`src/rtl/chain_memory_controller.sv`:
```
// rtl/chain_memory_controller.sv - command-driven chain memory sequencer for the mining datapath
module chain_memory_controller #(
  parameter int DATA_W = 48,
  parameter int HASH_W = 8,
  parameter int DEPTH = 16,
  parameter int ACCESS_WAIT = 7,
  parameter int MINE_TIMEOUT = 255,
  parameter logic [HASH_W-1:0] GENESIS_HASH = '0,
  localparam int AW = $clog2(DEPTH)
) (
  input  logic              clock,
  input  logic              resetn,
  input  logic              cmd_valid,
  output logic              cmd_ready,
  input  logic [1:0]        cmd_op,
  input  logic [DATA_W-1:0] init_data,
  input  logic [DATA_W-1:0] datapath_out,
  input  logic [HASH_W-1:0] mining_hash,
  input  logic              done_mining,
  output logic [AW-1:0]     mem_addr,
  output logic              mem_sel,
  output logic              mem_we,
  output logic [DATA_W-1:0] mem_wdata,
  output logic              load_registers,
  output logic              load_previous_hash,
  output logic              use_genesis,
  output logic              enable_mining,
  output logic              rsp_valid,
  output logic [1:0]        rsp_status,
  output logic [AW:0]       chain_len
);

  localparam int CNT_MAX = (ACCESS_WAIT > MINE_TIMEOUT) ? ACCESS_WAIT : MINE_TIMEOUT;
  localparam int CW = (CNT_MAX > 1) ? $clog2(CNT_MAX) : 1;
  localparam logic [CW-1:0] LAST_ACCESS = CW'(ACCESS_WAIT - 1);
  localparam logic [CW-1:0] LAST_MINE = CW'(MINE_TIMEOUT - 1);
  localparam logic [AW:0] FULL_LEN = (AW + 1)'(DEPTH);
  localparam logic [AW-1:0] LAST_SLOT = AW'(DEPTH - 1);

  localparam logic [1:0] OP_INIT = 2'b00;
  localparam logic [1:0] OP_MINE = 2'b01;
  localparam logic [1:0] OP_REWIND = 2'b10;

  localparam logic [1:0] ST_OK = 2'b00;
  localparam logic [1:0] ST_FULL = 2'b01;
  localparam logic [1:0] ST_TIMEOUT = 2'b10;
  localparam logic [1:0] ST_BADOP = 2'b11;

  typedef enum logic [2:0] {
    S_IDLE, S_INIT_WR, S_LOAD, S_FETCH, S_MINE, S_WR_HASH, S_WR_DATA, S_RESP
  } state_t;

  state_t state, state_d;
  logic [CW-1:0] cnt, cnt_d;
  logic [AW-1:0] idx, idx_d;
  logic [AW:0] len_d;
  logic [1:0] status_d;
  logic restart;
  logic last;

  always_ff @(posedge clock) begin
    if (!resetn) begin
      state      <= S_IDLE;
      cnt        <= '0;
      idx        <= '0;
      chain_len  <= '0;
      rsp_status <= ST_OK;
    end else begin
      state      <= state_d;
      cnt        <= cnt_d;
      idx        <= idx_d;
      chain_len  <= len_d;
      rsp_status <= status_d;
    end
  end

  always_comb begin
    state_d  = state;
    idx_d    = idx;
    len_d    = chain_len;
    status_d = rsp_status;
    restart  = 1'b0;
    last     = (cnt == LAST_ACCESS);
    case (state)
      S_IDLE: begin
        if (cmd_valid) begin
          case (cmd_op)
            OP_INIT: begin
              state_d = S_INIT_WR;
              idx_d   = '0;
            end
            OP_MINE: begin
              if (chain_len == FULL_LEN) begin
                state_d  = S_RESP;
                status_d = ST_FULL;
              end else begin
                state_d = S_LOAD;
              end
            end
            OP_REWIND: begin
              state_d  = S_RESP;
              status_d = ST_OK;
              len_d    = '0;
            end
            default: begin
              state_d  = S_RESP;
              status_d = ST_BADOP;
            end
          endcase
        end
      end
      S_INIT_WR: begin
        if (last) begin
          if (idx == LAST_SLOT) begin
            state_d  = S_RESP;
            status_d = ST_OK;
            len_d    = '0;
          end else begin
            // next slot: same state, but the hold time starts over
            idx_d   = idx + 1'b1;
            restart = 1'b1;
          end
        end
      end
      S_LOAD:  if (last) state_d = (chain_len != '0) ? S_FETCH : S_MINE;
      S_FETCH: if (last) state_d = S_MINE;
      S_MINE: begin
        if (done_mining) begin
          state_d = S_WR_HASH;
        end else if (MINE_TIMEOUT != 0 && cnt == LAST_MINE) begin
          state_d  = S_RESP;
          status_d = ST_TIMEOUT;
        end
      end
      S_WR_HASH: if (last) state_d = S_WR_DATA;
      S_WR_DATA: begin
        if (last) begin
          state_d  = S_RESP;
          status_d = ST_OK;
          if (chain_len != FULL_LEN) len_d = chain_len + 1'b1;
        end
      end
      S_RESP:  state_d = S_IDLE;
      default: state_d = S_IDLE;
    endcase
    cnt_d = (state_d != state || restart) ? '0 : cnt + 1'b1;
  end

  // Outputs are decoded from the next state/counter and registered, so each
  // strobe lines up with the state it belongs to without any input-to-output path.
  logic              cmd_ready_d, mem_sel_d, mem_we_d, load_registers_d;
  logic              load_previous_hash_d, use_genesis_d, enable_mining_d, rsp_valid_d;
  logic [AW-1:0]     mem_addr_d;
  logic [DATA_W-1:0] mem_wdata_d;
  logic              fin_d;

  always_comb begin
    cmd_ready_d          = (state_d == S_IDLE);
    mem_sel_d            = 1'b0;
    mem_we_d             = 1'b0;
    mem_addr_d           = '0;
    mem_wdata_d          = '0;
    load_registers_d     = 1'b0;
    load_previous_hash_d = 1'b0;
    use_genesis_d        = 1'b0;
    enable_mining_d      = 1'b0;
    rsp_valid_d          = 1'b0;
    fin_d                = (cnt_d == LAST_ACCESS);
    case (state_d)
      S_INIT_WR: begin
        mem_we_d    = 1'b1;
        mem_addr_d  = idx_d;
        mem_wdata_d = init_data;
      end
      S_LOAD: begin
        mem_addr_d       = len_d[AW-1:0];
        load_registers_d = fin_d;
        if (fin_d && len_d == '0) begin
          load_previous_hash_d = 1'b1;
          use_genesis_d        = 1'b1;
        end
      end
      S_FETCH: begin
        mem_sel_d            = 1'b1;
        mem_addr_d           = len_d[AW-1:0] - 1'b1;
        load_previous_hash_d = fin_d;
      end
      S_MINE: enable_mining_d = 1'b1;
      S_WR_HASH: begin
        mem_we_d    = 1'b1;
        mem_sel_d   = 1'b1;
        mem_addr_d  = len_d[AW-1:0];
        mem_wdata_d = DATA_W'(mining_hash);
      end
      S_WR_DATA: begin
        mem_we_d    = 1'b1;
        mem_addr_d  = len_d[AW-1:0];
        mem_wdata_d = datapath_out;
      end
      S_RESP:  rsp_valid_d = 1'b1;
      default: ;
    endcase
  end

  always_ff @(posedge clock) begin
    if (!resetn) begin
      cmd_ready          <= 1'b1;
      mem_sel            <= 1'b0;
      mem_we             <= 1'b0;
      mem_addr           <= '0;
      mem_wdata          <= '0;
      load_registers     <= 1'b0;
      load_previous_hash <= 1'b0;
      use_genesis        <= 1'b0;
      enable_mining      <= 1'b0;
      rsp_valid          <= 1'b0;
    end else begin
      cmd_ready          <= cmd_ready_d;
      mem_sel            <= mem_sel_d;
      mem_we             <= mem_we_d;
      mem_addr           <= mem_addr_d;
      mem_wdata          <= mem_wdata_d;
      load_registers     <= load_registers_d;
      load_previous_hash <= load_previous_hash_d;
      use_genesis        <= use_genesis_d;
      enable_mining      <= enable_mining_d;
      rsp_valid          <= rsp_valid_d;
    end
  end

endmodule

```
`config.mk`:
```
export PLATFORM = sky130hd
export DESIGN_NAME = chain_memory_controller
export DESIGN_NICKNAME = d
export VERILOG_FILES = /design/src/rtl/chain_memory_controller.sv
export SDC_FILE = /design/constraint.sdc
export NUM_CORES = 1
export LEC_CHECK = 0
export CORE_MARGIN = 10
export CORE_UTILIZATION = 44
export CTS_CLUSTER_SIZE = 14
export DETAILED_ROUTE_END_ITERATION = 10
export HOLD_SLACK_MARGIN = 0.1
export PLACE_DENSITY = 0.86
export SYNTH_ARGS = -nofsm -noshare
export SYNTH_HDL_FRONTEND = slang
export SYNTH_SLANG_ARGS = --single-unit
```
`constraint.sdc`:
```
create_clock -name clock -period 7 [get_ports clock]
set_input_delay 1.75 -clock clock [delete_from_list [all_inputs] [get_ports clock]]
set_output_delay 1.75 -clock clock [all_outputs]
set_load 0.02 [all_outputs]
```
Yosys cells after proc, flatten, opt, wreduce, memory -nomap -nowiden
Cells that the tools add are included.
{ "classes": {"n_addsub": 4, "n_mul": 0, "n_div": 0, "n_lt_le_gt_ge": 0, "eq_ne": 31, "shifts": 0, "muxes": 46, "bitwise": 0, "reduce_logical": 13} }
{ "op_table": {"columns": ["op", "count"], "rows": [
  ["one-hot mux 48 bit (3 select lines)", 1],
  ["2-to-1 mux 3 bit", 11],
  ["2-to-1 mux 5 bit", 6],
  ["equality test 3 bit (second input constant)", 8],
  ["one-hot mux 3 bit (8 select lines)", 1],
  ["equality test 8 x 3 -> 1 bit (second input constant)", 2],
  ["2-to-1 mux 4 bit", 4],
  ["one-hot mux 5 bit (3 select lines)", 1],
  ["2-to-1 mux 2 bit", 7],
  ["!= test 2 bit (second input constant)", 7],
  ["equality test 3 x 2 -> 1 bit (second input constant)", 4],
  ["one-hot mux 4 bit (3 select lines)", 1],
  ["AND reduction 9 bit", 1],
  ["adder 8 x 1 -> 8 bit (second input constant)", 1],
  ["equality test 8 bit (second input constant)", 1],
  ["2-to-1 mux 1 bit", 8],
  ["2-to-1 mux 8 bit", 1],
  ["one-hot mux 2 bit (4 select lines)", 1],
  ["one-hot mux 4 bit (2 select lines)", 1],
  ["equality test 3 x 1 -> 1 bit (second input constant)", 2],
  ["zero test 3 bit", 2],
  ["one-hot mux 2 bit (3 select lines)", 1],
  ["one-hot mux 3 bit (2 select lines)", 1],
  ["OR reduction 3 bit", 2],
  ["other kinds (19)", 19]
]} }
{ "totals": {"register_bits": 82, "latch_bits": 0, "mem_bits_rw": 0, "romBits": 0, "input_bits": 110, "elab_cells": 109, "memories": 0} }

Longest topological paths before layout
Gate-level depths: netlist of run 1.
{ "depth": {"word_depth": 12, "ltp_mapped": 11, "mapped_depth_nobuf": 11} }

Worst setup path before layout of run 1
No wires, ideal clock.
{ "synth_path": {"path_type": "input to register", "startpoint": "input cmd_op[0]", "endpoint": "register mem_wdata[1]", "arrival_time_ns": 3.653, "setup_slack_ns": 3.220, "stages": 11, "path_buffers": 2, "path_cell_list": "inv_1 ha_1 nand2b_1 o41ai_1 a211o_1 clkbuf_1 clkbuf_1 mux2i_1 nor2_1 a21oi_1 nor2_1"} }
{ "synth_via": {"elab_chain_len": 6} }
{ "synth_lines": {"columns": ["element", "line", "text"], "rows": [
  ["start, declared", "15", "input logic [1:0] cmd_op,"],
  ["equality test 2 x 1 -> 1 bit / zero test 2 bit (equally long branches)", "87", "case (cmd_op)"],
  ["one-hot mux 3 bit (2 select lines) *", "87", null],
  ["2-to-1 mux 3 bit *", "86", "if (cmd_valid) begin"],
  ["one-hot mux 3 bit (8 select lines) *", "84", "case (state)"],
  ["equality test 3 bit / equality test 3 x 1 -> 1 bit (equally long branches)", "169", "case (state_d)"],
  ["one-hot mux 48 bit (3 select lines) *", "169", null],
  ["end signal, assigned", "222", "mem_wdata <= mem_wdata_d;"],
  ["end, declared", "23", "output logic [DATA_W-1:0] mem_wdata,"]
]} }
Every way passes the cells marked *; elsewhere a longest branch is shown, timed or not.
A chain may end at the register's enable or synchronous reset.

Final worst setup path of run 1
{ "layout_path": {"startpoint": "input cmd_valid", "endpoint": "register mem_wdata[10]"} }
{ "layout_via": {"elab_chain_len": 4} }
{ "layout_lines": {"columns": ["element", "line", "text"], "rows": [
  ["start, declared", "13", "input logic cmd_valid,"],
  ["2-to-1 mux 3 bit *", "86", null],
  ["one-hot mux 3 bit (8 select lines) *", "84", null],
  ["equality test 3 bit / equality test 3 x 1 -> 1 bit (equally long branches)", "169", null],
  ["one-hot mux 48 bit (3 select lines) *", "169", null]
]} }
Marks and branches as above.

==> impl_metrics.py, run 1 <==
metrics = {
    "drt": {
        "drt_pre_antenna_iters": 5,
        "dr.first_iter.drc_count": 386,
        "routed_wl_um": 13100,
        "routed_via_density": 5.45,
        "drtAntennaViolNets": 0,
        "wire_per_inst_um": 18.8,
        "drcViolationCount": 0,
        "via_count": 3806,
    },
    "grt": {
        "grt_max_degree": 50,
        "first_global_vias": 3809,
        "grt_overflow": 0,
        "grt_use_total_pct": 20.1,
        "grt_pass1_wl_um": 20600,
        "antenna_found_initial": 0,
    },
    "critical_path": {
        "cp-end-kind": "flop",
        "crit_fanout": 49,
        "r2r_cells": 8,
        "r2r_end": "mem_wdata[10]",
        "crit_top_cell": "buf_4",
        "critPathArrivalTime_ns": 5.13,
        "crit_type": "in -> reg",
        "r2r_setup_slack_ns": 3.46,
        "reg2reg_from": "state[1]",
        "critPathRequiredTime_ns": 7.30,
        "cp_cell_sequence": "clkdlybuf4s50_1 > nor4b_1 > and3_1 > a211o_1 > nor3b_4 > buf_4 > o21ai_2 > buf_4 > nor2_1",
        "critPathLaunchType": "input pin",
        "cpPeakStageDelay_ns": 0.67,
        "crit_slowest_cell": "nor4b_1",
    },
    "timing": {
        "period_share_pct": 68.9,
        "tightest_slew_ns": 0.815,
        "fin_skew_ns": 0.0158,
        "grt_setup_unrepaired": "false",
        "slew_headroom_pct": 44.9,
        "finalSetupViolCount": 0,
        "max_freq_ghz": 0.207,
        "drv_slew": 0,
        "postLayoutSetupSlackWorst_ns": 2.18,
        "period_minus_slack_ns": 4.82,
        "setup_tns_ns": 0,
        "hold_viol_final": 0,
    },
    "die": {
        "die_w_um": 112,
        "die_h_um": 112,
        "ios": 177,
        "dieArea_sq_um": 12500,
        "core_area_sq_um": 8220,
        "rows": 33,
        "initial_core_util_pct": 45.0,
    },
    "worst_hold_path": {
        "worstHoldStart": "rsp_status[0]",
        "hold_path.class": "reg -> reg",
        "whs_path_depth": 2,
        "whs_endpoint": "rsp_status[0]",
    },
    "synthesis": {
        "synth.top_cell.area_share_pct": 44.4,
        "yosys.cell_types.count": 63,
        "ys_seq_area_share_pct": 44.4,
        "ys_seq_elements": 82,
        "synth.largest_area_cell": "dfxtp_1",
        "syn-num-nets": 544,
        "ys.flop_type": "dfxtp_1",
        "netlist_area_sq_um": 3700,
        "synth_cells": 423,
        "synth-edff-count": 0,
        "synth_area_leaders": "dfxtp_1, a22oi_1, nor2_1",
        "synthArstFlopShare_pct": 0,
        "ys_warn_count": 0,
        "avgSynthCellArea_sq_um": 8.75,
        "synth_common_cells": "dfxtp_1, nor2_1, a22oi_1",
    },
    "power_and_ir_drop": {
        "peakVddDrop_mv": 0.153,
        "power_density_nw_per_um2": 259,
        "total_leakage_power_nw": 2.11,
    },
    "cts": {
        "cts_root_buf": "clkbuf_8",
        "cts_tree": "built",
        "cts_resized": 0,
        "clkTransAtPathRegs_ns": 0.10,
        "clk_latency_ns": 0.36,
        "cts_max_level": 3,
        "cts_hold_buffers": 0,
        "clock_path_buffers": 2,
        "postCtsSetupBuffers": 0,
        "cts_buffers": 9,
        "cts_sinks": 82,
    },
    "placed_design": {
        "gp_congestion": 0.962,
        "hpwl_um": 10100,
        "portBuffers": 176,
        "place_ws_ns": 1.90,
    },
    "job": {
        "maxCapViolations": 0,
    },
    "layout": {
        "diodes": 0,
        "final_layout_size_suffix_gt1_share_pct": 5.23,
        "area_growth_pct": 54.5,
        "nets": 709,
    },
    "outcome": {
        "status": "complete, no violations",
    },
}
-- worst max path at each step --
stage | slack, ns | end | cells past startpoint | start
after floorplan | 3.22 | mem_wdata[1] | 11 | cmd_op[0]
after global placement | 2.09 | mem_wdata[18] | 11 | cmd_op[0]
after detailed placement | 1.90 | mem_wdata[31] | 11 | cmd_op[1]
after CTS | 2.25 | mem_wdata[31] | 9 | cmd_valid
after global routing | 1.91 | mem_wdata[15] | 9 | cmd_valid
final | 2.18 | mem_wdata[10] | 9 | cmd_valid
-- sequential cells by signal (all words and copies together) (netlist names) --
name	count
mem_addr	4
cnt	8
load_registers	1
idx	4
load_previous_hash	1
cmd_ready	1
rsp_valid	1
mem_wdata	48
mem_we	1
use_genesis	1
chain_len	5
enable_mining	1
mem_sel	1
state	3
rsp_status	2
-- layer usage --
layer	GRT usage [%]	share of wire [%]
met3	6.71	9.3
met1	23.1	38
met5	0	0
met2	33.6	50
met4	7.97	2.4
-- layout make-up --
class / instances / area [sq um]
Multi-Input combinational cell: 302 / 1900
Fill cell: 631 / 2500
Sequential cell: 82 / 1640
Inverter: 14 / 52.6
Timing Repair Buffer: 179 / 1780
Clock inverter: 7 / 82.6
Tap cell: 105 / 131
Clock buffer: 9 / 124
-- stage by stage --
| stage | total power (W) | hold slack (ns) | util (%) | instances | instance area [sq um] |
|---|---|---|---|---|---|
| floorplan | 0.000895 | 0.453 | - | 423 | 3700 |
| global placement | 0.00111 | 0.439 | 67.1 | 682 | 5510 |
| detailed placement | 0.00112 | 0.450 | 67.1 | 682 | 5510 |
| CTS | 0.00149 | 0.463 | 69.6 | 698 | 5720 |
| global route | 0.00157 | 0.499 | 69.6 | 698 | 5720 |
| finish | 0.00148 | 0.460 | 69.6 | 698 | 5720 |
-- cells by family after synthesis --
logic type	count (synthesis)	share of synthesized area, %
DFF	82	44.4
adders and majority gates	11	3.72
AOI/OAI and AO/OA	111	21.4
muxes	10	2.71
and+or+nand+nor	163	21.6
xor gates and xnor gates	7	1.66
buffers and inverters	39	4.53
-- placed cells by master, fill, tap and decap left out, drive strengths merged, types with 11 or more instances in the layout --
master / n
clkdlybuf4s50: 176
nor2: 83
dfxtp: 82
a22oi: 41
a21oi: 26
nand2: 17
inv: 17
nand3: 14
ha: 11
o21ai: 11
-- report_power, final --
part | leakage (nW) | internal (W) | total, W | switching (W)
clock | 0.104 | 0.000172 | 0.000364 | 0.000192
combinational | 1.34 | 0.000241 | 0.000564 | 0.000323
sequential | 0.665 | 0.000518 | 0.000554 | 0.0000362
total | 2.11 | 0.000931 | 0.00148 | 0.000552
-- critical path, delay by kind of cell --
kind,cells,cell delay [ns]
simple gates,4,1.39
buf+inv,3,1.23
compound gates,2,0.72
No activity file was read; power rests on OpenSTA's default activity.
==> inputs of run 2 (changes only) <==
--- a/config.mk
+++ b/config.mk
@@ -6,11 +6,11 @@
 export NUM_CORES = 1
 export LEC_CHECK = 0
 export CORE_MARGIN = 10
-export CORE_UTILIZATION = 44
+export CORE_UTILIZATION = 41
 export CTS_CLUSTER_SIZE = 14
 export DETAILED_ROUTE_END_ITERATION = 10
 export HOLD_SLACK_MARGIN = 0.1
-export PLACE_DENSITY = 0.86
+export PLACE_DENSITY = 0.81
 export SYNTH_ARGS = -nofsm -noshare
 export SYNTH_HDL_FRONTEND = slang
 export SYNTH_SLANG_ARGS = --single-unit
==> constraint.sdc (replaced) <==
create_clock -name clock -period 4.6 [get_ports clock]
set_input_delay 1.15 -clock clock [delete_from_list [all_inputs] [get_ports clock]]
set_output_delay 1.15 -clock clock [all_outputs]
set_load 0.02 [all_outputs]
==> run 2 against run 1 <==
  * Clock-buffer cell count did not move
  * Clock skew down 0.0035 ns
  * Sequential share of layout area is 0.069 points lower
  * Critical path depth rose by 1
  * Core utilization is 4.2 points lower
  * Highest routed layer unchanged
==> impl_metrics.py, run 2 (synthesized netlist as in run 1, its figures left out) <==
metrics = {
    "outcome": {
        "status": "complete, no violations",
    },
    "critical_path": {
        "worstSetupEndpoint": "mem_addr[2]",
        "critPathRequiredTime_ns": 4.83,
        "cp_cell_sequence": "clkdlybuf4s50_1 > nor4b_1 > a21oi_1 > and2_1 > a221o_1 > inv_1 > ha_1 > nor2_1 > o21ai_0 > a31oi_1",
        "cpPeakStageDelay_ns": 0.65,
        "critPathLaunchType": "input pin",
        "critPathArrivalTime_ns": 3.83,
        "crit_type": "in -> reg",
        "r2r_end": "mem_wdata[43]",
        "crit_fanout": 5,
        "r2r_cells": 8,
        "reg2reg_from": "cnt[3]",
        "startpoint": "cmd_valid",
        "r2r_setup_slack_ns": 1.26,
        "cp-end-kind": "flop",
        "crit_slowest_cell": "nor4b_1",
    },
    "power_and_ir_drop": {
        "power_density_nw_per_um2": 386,
        "total_leakage_power_nw": 2.11,
        "peakVddDrop_mv": 0.181,
    },
    "cts": {
        "cts_max_level": 3,
        "cts_tree": "built",
        "postCtsSetupBuffers": 0,
        "clock_path_buffers": 2,
        "cts_resized": 0,
        "cts_hold_buffers": 0,
        "clkTransAtPathRegs_ns": 0.09,
        "cts_sinks": 82,
        "cts_buffers": 9,
        "clk_latency_ns": 0.35,
        "cts_root_buf": "clkbuf_8",
    },
    "drt": {
        "drt_pre_antenna_iters": 5,
        "drcViolationCount": 0,
        "wire_per_inst_um": 18.7,
        "drtAntennaViolNets": 0,
        "routed_wl_um": 13100,
        "dr.first_iter.drc_count": 235,
        "via_count": 3870,
        "routed_via_density": 5.50,
    },
    "grt": {
        "grt_pass1_wl_um": 20000,
        "antenna_found_initial": 0,
        "grt_overflow": 0,
        "grt_use_total_pct": 18.7,
        "first_global_vias": 3820,
        "grt_max_degree": 42,
    },
    "placed_design": {
        "gp_congestion": 0.941,
        "hpwl_um": 10500,
        "portBuffers": 176,
    },
    "die": {
        "dieArea_sq_um": 13200,
        "rows": 34,
        "die_w_um": 115,
        "die_h_um": 115,
        "core_area_sq_um": 8760,
        "initial_core_util_pct": 42.2,
        "ios": 177,
    },
    "timing": {
        "tightest_slew_ns": 0.776,
        "period_share_pct": 78.1,
        "hold_viol_final": 0,
        "grt_setup_unrepaired": "false",
        "drv_slew": 0,
        "setup_tns_ns": 0,
        "whs_ns": 0.456,
        "fin_skew_ns": 0.0123,
        "period_minus_slack_ns": 3.59,
        "max_freq_ghz": 0.278,
        "slew_headroom_pct": 47.6,
        "finalSetupViolCount": 0,
    },
    "layout": {
        "layout_commonest_cell": "clkdlybuf4s50_1",
        "final_layout_size_suffix_gt1_share_pct": 5.55,
        "mostFrequentLayoutCells": "clkdlybuf4s50_1, nor2_1, dfxtp_1, a22oi_1, a21oi_1",
        "nets": 711,
        "diodes": 0,
        "largest_register_ffs": 48,
        "top_regs": "mem_wdata: 48 flops, cnt: 8 flops, chain_len: 5 flops",
        "area_growth_pct": 54.9,
        "largest_register": "mem_wdata",
    },
    "worst_hold_path": {
        "hold_path.class": "reg -> reg",
        "whs_path_depth": 2,
        "worstHoldStart": "rsp_status[0]",
    },
    "job": {
        "maxCapViolations": 0,
    },
}
run 2: changes by cell type in the layout (fill, tap and decap cells not counted), sizes merged:
cell,previous run,this run
clkinvlp,1,2
buf,3,5
bufinv,1,0
run 2: how the worst min path moves through the flow:
| stage | end | slack [ns] |
|---|---|---|
| after floorplan | cnt[0] | 0.45 |
| after global placement | rsp_status[0] | 0.44 |
| after detailed placement | rsp_status[0] | 0.45 |
| after CTS | rsp_status[0] | 0.46 |
| after global routing | rsp_status[0] | 0.47 |
| final | rsp_status[0] | 0.46 |
run 2: metrics by stage:
step	power, W	cell area, sq um	utilization [%]	std cells	worst slack (ns)
floorplan	0.00136	3700	-	423	1.42
global placement	0.00171	5550	63.3	687	0.869
detailed placement	0.00173	5550	63.3	687	0.707
CTS	0.00222	5730	65.4	703	1.05
global route	0.00233	5730	65.4	703	0.773
finish	0.00221	5730	65.4	703	1.01
run 2: critical path: cells and delay by family:
family / cells / cell delay [ns]
AOI/OAI and AO/OA: 4 / 0.96
adders and majority gates: 1 / 0.17
buffers and inverters: 2 / 0.63
and+or+nand+nor: 3 / 0.90
run 2: cell type report:
type / instances / area, sq um
clock buffers: 9 / 124
multi-input cells: 302 / 1910
clock inverters: 7 / 60.1
fillers: 755 / 3030
flip-flops and latches: 82 / 1640
repair buffers: 181 / 1810
well taps: 108 / 135
inverters: 14 / 52.6
run 2: where the power goes:
part	internal, W	total, W	switching (W)
sequential	0.000789	0.000842	0.0000534
combinational	0.000375	0.000873	0.000498
clock	0.000207	0.000496	0.000290
total	0.00137	0.00221	0.000841
run 2: per-layer routing:
layer,global-route usage [%],up-vias,share of wire [%]
li1,-,1861,-
met1,21.5,1811,39
met2,32.7,179,51
met3,5.31,19,8.3
met4,6.02,0,1.9
met5,0,-,0
